**config.mk**
```make
export PLATFORM = sky130hd
export DESIGN_NAME = weight_seq_ctrl
export DESIGN_NICKNAME = d
export VERILOG_FILES = /design/src/rtl/weight_seq_ctrl.sv
export SDC_FILE = /design/constraint.sdc
export NUM_CORES = 1
export LEC_CHECK = 0
export ABC_AREA = 1
export BUFFER_PORTS_ARGS = -buffer_cell sky130_fd_sc_hd__buf_2
export CORE_UTILIZATION = 30
export DETAILED_ROUTE_END_ITERATION = 6
export GPL_ROUTABILITY_DRIVEN = 0
export GPL_TIMING_DRIVEN = 0
export PLACE_DENSITY = 0.54
export SYNTH_ARGS = -nofsm -noshare
export SYNTH_HDL_FRONTEND = slang
export SYNTH_SLANG_ARGS = --single-unit
```
**constraint.sdc**
```tcl
create_clock -name ap_clk -period 5.24 [get_ports ap_clk]
set_input_delay 0.786 -clock ap_clk [delete_from_list [all_inputs] [get_ports ap_clk]]
set_output_delay 0.786 -clock ap_clk [all_outputs]
set_load 0.01 [all_outputs]
```
**src/rtl/weight_seq_ctrl.sv**
```systemverilog
// Weight ROM sequencer: sweeps the ROM N_PASSES times and streams
// every coefficient into an ap_fifo port with full backpressure.
module weight_seq_ctrl #(
  parameter int MEM_SIZE   = 1152,
  parameter int DATA_WIDTH = 16,
  parameter int N_PASSES   = 1,
  parameter int ADDR_WIDTH =
    (MEM_SIZE > 1) ? $clog2(MEM_SIZE) : 1
) (
  input  logic                  ap_clk,
  input  logic                  ap_rst_n,
  input  logic                  ap_start,
  output logic                  ap_idle,
  output logic                  ap_done,
  output logic [ADDR_WIDTH-1:0] rom_address0,
  output logic                  rom_ce0,
  input  logic [DATA_WIDTH-1:0] rom_q0,
  output logic [DATA_WIDTH-1:0] output_V_din,
  input  logic                  output_V_full_n,
  output logic                  output_V_write
);

  localparam int PW = $clog2(N_PASSES + 1);
  localparam logic [ADDR_WIDTH-1:0] LAST_A =
    ADDR_WIDTH'(MEM_SIZE - 1);
  localparam logic [PW-1:0] LAST_P = PW'(N_PASSES - 1);

  typedef enum logic [1:0] {
    S_IDLE, S_RUN, S_DRAIN, S_DONE
  } state_e;

  state_e                  state_q, state_d;
  logic [ADDR_WIDTH-1:0]   addr_q, addr_d;
  logic [PW-1:0]           pass_q, pass_d;
  logic                    inflight_q, inflight_d;
  logic [1:0]              cnt_q, cnt_d;
  logic [DATA_WIDTH-1:0]   b0_q, b0_d;
  logic [DATA_WIDTH-1:0]   b1_q, b1_d;

  logic       pop;
  logic [2:0] occ;
  logic [1:0] slot;
  logic       last_rd;

  // occupancy the buffer will have next cycle before any new read
  assign pop  = (cnt_q != 2'd0) && output_V_full_n;
  assign occ  = {1'b0, cnt_q} + {2'b0, inflight_q}
              - {2'b0, pop};
  assign slot = cnt_q - {1'b0, pop};
  assign last_rd = rom_ce0 && (addr_q == LAST_A)
                && (pass_q == LAST_P);

  always_ff @(posedge ap_clk or negedge ap_rst_n) begin
    if (!ap_rst_n) begin
      state_q    <= S_IDLE;
      addr_q     <= '0;
      pass_q     <= '0;
      inflight_q <= 1'b0;
      cnt_q      <= 2'd0;
      b0_q       <= '0;
      b1_q       <= '0;
    end else begin
      state_q    <= state_d;
      addr_q     <= addr_d;
      pass_q     <= pass_d;
      inflight_q <= inflight_d;
      cnt_q      <= cnt_d;
      b0_q       <= b0_d;
      b1_q       <= b1_d;
    end
  end

  always_comb begin
    state_d = state_q;
    unique case (state_q)
      S_IDLE:  if (ap_start) state_d = S_RUN;
      S_RUN:   if (last_rd) state_d = S_DRAIN;
      S_DRAIN: begin
        if (!inflight_q && (cnt_q == 2'd0 ||
            (cnt_q == 2'd1 && pop)))
          state_d = S_DONE;
      end
      S_DONE:  state_d = S_IDLE;
      default: state_d = S_IDLE;
    endcase
  end

  always_comb begin
    ap_idle        = (state_q == S_IDLE);
    ap_done        = (state_q == S_DONE);
    rom_ce0        = (state_q == S_RUN) && (occ < 3'd2);
    rom_address0   = addr_q;
    output_V_write = pop;
    output_V_din   = b0_q;
  end

  always_comb begin
    addr_d     = addr_q;
    pass_d     = pass_q;
    inflight_d = rom_ce0;
    cnt_d      = 2'(occ);
    b0_d       = b0_q;
    b1_d       = b1_q;
    if (state_q == S_IDLE && ap_start) begin
      addr_d = '0;
      pass_d = '0;
    end else if (rom_ce0) begin
      if (addr_q == LAST_A) begin
        addr_d = '0;
        pass_d = pass_q + 1'b1;
      end else begin
        addr_d = addr_q + 1'b1;
      end
    end
    if (pop) b0_d = b1_q;
    if (inflight_q) begin
      if (slot == 2'd0) b0_d = rom_q0;
      else              b1_d = rom_q0;
    end
  end

endmodule

```
Yosys cells after proc, flatten, opt, wreduce, memory -nomap -nowiden
Index checks and enable logic that the tools add are counted.
{"block": "totals", "elab_cells": 54, "register_bits": 49}
{"block": "classes", "bitwise_logic": 2, "n_lt_le_gt_ge": 1, "add_sub_neg": 5, "n_reduce_logical": 18, "n_mux": 13, "n_eq_ne": 8}
{"op": "2-to-1 mux 16 bit", "count": 3}
{"op": "2-to-1 mux 11 bit", "count": 3}
{"op": "adder 11 x 1 -> 11 bit (second input constant)", "count": 1}
{"op": "== test 11 bit (second input constant)", "count": 1}
{"op": "case mux 2 bit (4 select lines)", "count": 1}
{"op": "logical AND 1 bit", "count": 7}
{"op": "logical NOT 2 bit", "count": 3}
{"op": "2-to-1 mux 2 bit", "count": 3}
{"op": "!= test 2 bit (second input constant)", "count": 3}
{"op": "nonzero test 2 bit", "count": 3}
{"op": "== test 2 x 1 -> 1 bit (second input constant)", "count": 2}
{"op": "== test 2 bit (second input constant)", "count": 2}
{"op": "AND reduction 2 bit", "count": 2}
{"op": "adder 2 x 1 -> 3 bit", "count": 1}
{"op": "less-than comparator 3 x 2 -> 1 bit (second input constant)", "count": 1}
{"op": "2-to-1 mux 1 bit", "count": 3}
{"op": "AND reduction 3 bit", "count": 1}
{"op": "subtractor 3 x 1 -> 3 bit", "count": 1}
{"op": "inverter 1 bit", "count": 2}
{"op": "subtractor 2 x 1 -> 2 bit", "count": 1}
{"op": "adder 1 bit (second input constant)", "count": 1}
{"op": "logical NOT 1 bit", "count": 1}
{"op": "logical OR 1 bit", "count": 1}

Depth between registers and ports, before layout
Gate-level depths: netlist of run 1.
{"block": "depth", "depth_word": 9, "ltp_mapped": 14, "depth_no_buf": 14}

Worst setup path after synthesis of run 1
OpenSTA, ideal clock, no wires.
{"block": "synth_path", "path_kind": "input port to output port", "startpoint": "input port output_V_full_n", "endpoint": "output port rom_ce0", "setup_slack_ns": 2.305, "arrival_ns": 2.149, "n_path_buf": 0, "cell_stages": 8, "cell_sequence": "o21ai_2 -> or2_2 -> nand2_1 -> ha_1 -> fa_1 -> inv_1 -> nand2_2 -> nor2_2"}
{"block": "synth_via", "elab_chain_cells": 4}
{"item": "from (decl)", "line_no": "19", "source": "input logic output_V_full_n,"}
{"item": "logical AND 1 bit", "line_no": "46", "source": "assign pop = (cnt_q != 2'd0) && output_V_full_n;"}
{"item": "subtractor 3 x 1 -> 3 bit", "line_no": "48", "source": "- {2'b0, pop};"}
{"item": "named net occ[1]", "line_no": "41", "source": "logic [2:0] occ;"}
{"item": "less-than comparator 3 x 2 -> 1 bit", "line_no": "91", "source": "rom_ce0 = (state_q == S_RUN) && (occ < 3'd2);"}
{"item": "logical AND 1 bit", "line_no": "91"}
{"item": "to (decl)", "line_no": "16", "source": "output logic rom_ce0,"}
The timed path passes the listed nets, and every way through them passes these cells.

Final worst setup path of run 1
Ends and elaborated chain as after synthesis.

==> results of run 1 <==
==> through the flow <==
stage               total power [uW]  setup WS [ns]  hold slack, ns
finish                          1530           1.89           0.501
global placement                1300           1.89           0.473
detailed placement              1310           1.90           0.487
global route                    1660           1.76           0.533
floorplan                       1110           2.31           0.459
CTS                             1550           1.86           0.509
==> power groups by stage <==
stage / clock network, uW / registers (uW) / logic (uW)
CTS: 240 / 628 / 684
global placement: 0 / 631 / 670
global route: 247 / 650 / 761
floorplan: 0 / 653 / 461
detailed placement: 0 / 636 / 677
finish: 229 / 627 / 672
==> placed cells by master, fill, tap and decap left out, drive strengths merged, types with 2 or more instances in the layout <==
master,instances
inv,19
ha,6
nand2,74
nor2,25
mux2,16
a31oi,16
nand4,6
dfrtp,49
clkbuf,6
buf,57
nand3,11
a21oi,5
or2,2
o21ai,8
==> sequential cells by signal (all words and copies together) (netlist names) <==
name	flops
pass_q	1
b1_q	16
state_q	2
cnt_q	2
rom_address0	11
output_V_din	16
inflight_q	1
==> worst max-delay path by stage <==
stage,start,to,slack [ns],cells past startpoint
floorplan,output_V_full_n,rom_ce0,2.31,8
CTS,cnt_q[1]$_DFF_PN0_,rom_ce0,1.86,9
detailed placement,output_V_full_n,rom_ce0,1.90,10
global route,cnt_q[0]$_DFF_PN0_,rom_ce0,1.76,9
finish,output_V_full_n,rom_ce0,1.89,10
global placement,output_V_full_n,rom_ce0,1.89,10
==> cell families after synthesis <==
logic type | count (synthesis) | synth area share [%]
buf+inv | 25 | 5.22
xor+xnor | 2 | 0.724
flops | 49 | 50.6
fa+ha+maj | 7 | 3.93
simple gates | 119 | 22.7
mux | 16 | 8.99
compound gates | 31 | 7.75
==> layer usage <==
layer  wire [um]  global-route usage (%)  part of all wire [%]  up-vias
met5           0                       0                     0        -
met4          60                    3.52                   1.1        0
met3         251                    2.82                   4.7        7
met2        2470                    22.4                    46       44
met1        2540                    18.3                    48      891
li1            -                       -                     -      936
==> final cells by class <==
cell class | count | area share (%)
flip-flops and latches | 49 | 42.5
multi-input cells | 175 | 37.0
repair buffers | 50 | 8.67
well taps | 102 | 4.42
clock buffers | 6 | 2.52
inverters | 18 | 2.34
plain buffers | 7 | 2.04
clock inverters | 2 | 0.477
==> critical path, delay by kind of cell <==
kind	cells	cell delay [ns]
simple gates	4	0.66
buf+inv	3	0.39
compound gates	1	0.13
fa+ha+maj	2	0.58
==> results.md, run 1 <==
- Worst Hold End: pass_q$_DFFE_PN0P_
- FF-to-FF setup slack: 2.62 ns
- Async set-reset flop share out of synthesis: 100%
- Yosys Warn Count: 0
- Worst path most repeated cell: buf_2
- Initial antenna violation count: 0
- Placed cell count: 401
- Post-CTS Setup Repair Bufs: 0
- Die Wd: 91.8 um
- Power Dens Cells: 529 nW/um2
- Hpwl dp: 3.68 mm
- Cell taking the most area after synthesis: dfrtp_1
- Port bufs: 50
- Hold_buf cts: 0
- Sum Neg Setup Slack: 0 ns
- Relative slew slack: 25.3%
- Final net count: 333
- Largest cells by area after synthesis: dfrtp_1 51%, nand2_1 9.9%, mux2_4 6.2%
- Maximum clock frequency: 0.298 GHz
- Cell at the slowest stage of the critical path: fa_1
- Slew Limit Fails: 0
- CTS tree: built
- Synth cell types: 32
- Vias/cell: 4.59
- Initial core utilization: 31.2%
- Fin util: 37.1%
- Combinational power share: 44.0%
- Flop and latch count out of synthesis: 49
- Max incr delay on CP: 0.43 ns
- Clk_lat worst skew: 0.31 ns
- Worst r2r dst: state_q[1]$_DFFE_PN0P_
- Number of global-route vias before repair: 1,867
- GR Util All Layers: 13.6%
- Register area share after synthesis: 50.6%
- Share of cells above drive strength 1: 33.2%
- Crit path time final: 3.35 ns
- Ys flop type: dfrtp_1
- Final Cell Area: 2890 um2
- Non-filler cells, final: 409
- Clock Path Buffers: 2
- CP Launch Type: input port
- Filler cell count: 838
- Routed WL: 5.32 mm
- Hold Vio Cnt, Final: 0
- Switching share of power: 38.5%
- Syn Nets: 276
- Unrepaired setup endpoints after global routing: false
- Fin crit share: 64.0%
- CTS resizes: 0
- Area grow syn2layout: 19.2%
- Clock power frac: 15.0%
- Total congestion overflow: 0
- Sequential standard cell area: 1230 um2
- Dominant cell by count in the synthesized netlist: nand2_1
- First-pass GRT wire length: 9.07 mm
- WP data required: 4.45 ns
- Psw: 588 uW
- Area of the multi-input gates: 1070 um2
- Die footprint: 8430 um2
- Clock transition at the registers of the reported paths: 0.09 ns
- R2R depth: 13
- H-tree depth: 2
- Via count: 1,878
- Hold path depth: 2
- ANT nets after route: 0
- Core Rows: 32
- Leak pwr: 0.00150 uW
- Maximum number of pins on one net before global-route repair: 50
- WL per Instance: 13.0 um
- Max-Cap Viols: 0
- Crit path DAT: 2.57 ns
- Worst R2R Start: cnt_q[1]$_DFF_PN0_
- DP Area: 2800 um2
- Antenna Cells: 0
- EDFF count, synth: 0
- CP endpoint kind: output port
- Cell area after synthesis: 2420 um2
- Root Buffer: clkbuf_8
- Seq pwr share: 41.0%
- Mean Syn Cell Area: 9.72 um2
- IO Pins: 51
- Core area: 7770 um2
- Maximum vdd drop: 0.151 mV
- TritonCTS Buffers: 5
- P_int: 939 uW
- Die height: 91.8 um
- Clock sink total: 49
- Final setup fails: 0
- Worst-margin pin slew: 1.12 ns
- Top cell type's share of synthesized area: 50.6%
- Final Skew: 0.0116 ns
- Hold path start: pass_q$_DFFE_PN0P_
- Status: completed
- Crit path max fanout: 9
- Number of remaining DRC errors: 0
- Gate Count Post-Synth: 249
- Commonest cells post-synth: 64 x nand2_1, 49 x dfrtp_1, 22 x nor2_1
- 1st-pass router iterations: 4
- Min-Delay Path Class: reg2reg
- Drt first-iter violations: 36
- Cells along the critical path: buf_2, o21ai_2, or2_2, nand2_1, ha_1, fa_1, inv_1, nand2_2, nor2_2, buf_2
- CP Class: in2out
Power figures use the tool's default switching activity.
==> run 2, diff against run 1 <==
Settings changed: ABC_AREA 1 to 0.
Clock period 5.24 ns to 3.3 ns, I/O delays scaled along.
==> results.md, run 2 <==
- Placed cell count: 355
- H-tree depth: 2
- Initial core utilization: 31.5%
- CTS resizes: 0
- Relative slew slack: 26.1%
- Clock Path Buffers: 2
- GR Util All Layers: 12.9%
- Via count: 1,745
- Power Total: 2420 uW
- Worst R2R Start: cnt_q[1]$_DFF_PN0_
- Mean Syn Cell Area: 11.2 um2
- Final net count: 290
- Routed WL: 4.86 mm
- Maximum clock frequency: 0.343 GHz
- Final hold slack: 0.398 ns
- Yosys Warn Count: 0
- R2R depth: 10
- Final setup fails: 0
- Flop and latch count out of synthesis: 49
- Worst r2r dst: rom_address0[4]$_DFFE_PN0P_
- Core Rows: 31
- First-pass GRT wire length: 7.82 mm
- Vias/cell: 4.81
- Die height: 89.7 um
- IO Pins: 51
- ANT nets after route: 0
- Ys flop type: dfrtp_1
- Area of the multi-input gates: 1010 um2
- CTS tree: built
- Root Buffer: clkbuf_8
- Filler cell count: 719
- Fin crit share: 88.2%
- Slew Limit Fails: 0
- Worst-margin pin slew: 1.11 ns
- CP Class: reg2out
- Crit path DAT: 2.42 ns
- CP bufs+invs: 3
- Area grow syn2layout: 21.1%
- Max-Cap Viols: 0
- Crit path time final: 2.91 ns
- Hold Vio Cnt, Final: 0
- Sequential standard cell area: 1230 um2
- WP data required: 2.80 ns
- Cell taking the most area after synthesis: dfrtp_1
- Initial antenna violation count: 0
- Maximum vdd drop: 0.256 mV
- Die Wd: 89.7 um
- Cell at the slowest stage of the critical path: fa_1
- WL per Instance: 13.4 um
- Dominant cell by count in the synthesized netlist: dfrtp_1
- Clk_lat worst skew: 0.30 ns
- Core area: 7330 um2
- Share of cells above drive strength 1: 29.9%
- Leak pwr: 0.00132 uW
- Most common cell after layout, fill and taps aside: buf_2
- Cell area after synthesis: 2310 um2
- CP Launch Type: register
- Register area share after synthesis: 53.2%
- CP endpoint kind: output port
- TritonCTS Buffers: 5
- Port bufs: 50
- Largest cells by area after synthesis: dfrtp_1 53%, mux2_2 7.8%, mux2i_1 7.4%
- Commonest cells post-synth: 49 x dfrtp_1, 23 x nand2_1, 22 x o21ai_0
- Antenna Cells: 0
- FF-to-FF setup slack: 0.41 ns
- Clock transition at the registers of the reported paths: 0.09 ns
- Power Dens Cells: 868 nW/um2
- Status: completed
- Hold_buf cts: 0
- Async set-reset flop share out of synthesis: 100%
- Clock sink total: 49
- Final Skew: 0.00711 ns
- Max incr delay on CP: 0.45 ns
- Synth cell types: 38
- Drt first-iter violations: 51
- Min-Delay Path Class: in2async
- Post-CTS Setup Repair Bufs: 0
- Top delay family on crit path: simple AND/OR/NAND/NOR gates
- Cells along the critical path: clkbuf_1, nand3b_1, nand2b_1, ha_1, fa_1, nor2b_1, nand2_1, inv_1, buf_2
- EDFF count, synth: 0
- Syn Nets: 233
- Most frequent cells in the layout: 51 x buf_2, 49 x dfrtp_1, 23 x nand2_1, 22 x o21ai_0, 17 x mux2i_1
- Total congestion overflow: 0
- Gate Count Post-Synth: 206
- Non-filler cells, final: 363
- Number of remaining DRC errors: 0
- Crit path max fanout: 7
- Hpwl dp: 3.36 mm
- Number of global-route vias before repair: 1,599
- Maximum number of pins on one net before global-route repair: 50
- Unrepaired setup endpoints after global routing: false
- 1st-pass router iterations: 4
- Sum Neg Setup Slack: 0 ns
- Die footprint: 8040 um2
- Top cell type's share of synthesized area: 53.2%
run 2: per-layer routing:
metal	GRT usage [%]	vias to the layer above	wire (um)
met4	3.90	0	48
met2	20.9	54	2130
met3	3.02	8	278
met5	0	-	0
met1	17.1	830	2410
li1	-	853	-
run 2: how the worst max path moves through the flow:
stage,to,start,cells past startpoint,slack (ns)
after global routing,rom_address0[2]$_DFFE_PN0P_,cnt_q[1]$_DFF_PN0_,10,0.15
after global placement,rom_address0[4]$_DFFE_PN0P_,output_V_full_n,10,0.35
after detailed placement,rom_address0[4]$_DFFE_PN0P_,output_V_full_n,10,0.35
final,rom_ce0,cnt_q[1]$_DFF_PN0_,9,0.39
after CTS,rom_ce0,cnt_q[1]$_DFF_PN0_,9,0.36
after floorplan,rom_address0[7]$_DFFE_PN0P_,output_V_full_n,8,0.76
run 2: stage by stage:
stage | utilization, % | setup slack (ns) | cell area (um2)
floorplan | - | 0.760 | 2310
global placement | 36.6 | 0.348 | 2680
detailed placement | 36.6 | 0.347 | 2680
CTS | 38.1 | 0.362 | 2790
global route | 38.1 | 0.151 | 2790
finish | 38.1 | 0.389 | 2790
run 2: worst reg2reg max path: cells and delay by family (launching register included):
kind | cells | cell delay (ns)
compound gates | 3 | 0.80
fa+ha+maj | 2 | 0.72
buf+inv | 2 | 0.62
flops | 1 | 0.36
simple gates | 3 | 0.33
run 2: kinds of logic after synthesis:
group                    count (synthesis)  synth area share [%]
AND/OR/NAND/NOR                         52                  12.0
flip-flops                              49                  53.2
AO/OA/AOI/OAI                           44                  11.3
multiplexers                            34                  15.8
buffers and inverters                   19                  3.15
adder cells (fa/ha/maj)                  7                  4.12
XOR/XNOR                                 1                 0.380
run 2: power by group:
part	leakage (uW)	internal (uW)	total (uW)	switching, uW
Combinational	0.000663	428	985	557
Sequential	0.000599	857	1000	147
Clock	0.0000554	228	434	207
run 2: layout make-up:
cell class                      count  share of cell area, %
Timing Repair Buffer               50                   8.96
Sequential cell                    49                   43.9
Clock buffer                        6                   2.60
Tap cell                           99                   4.44
Clock inverter                      2                   1.39
Multi-Input combinational cell    138                   36.1
Inverter                           11                   1.48
Buffer                              8                   1.12
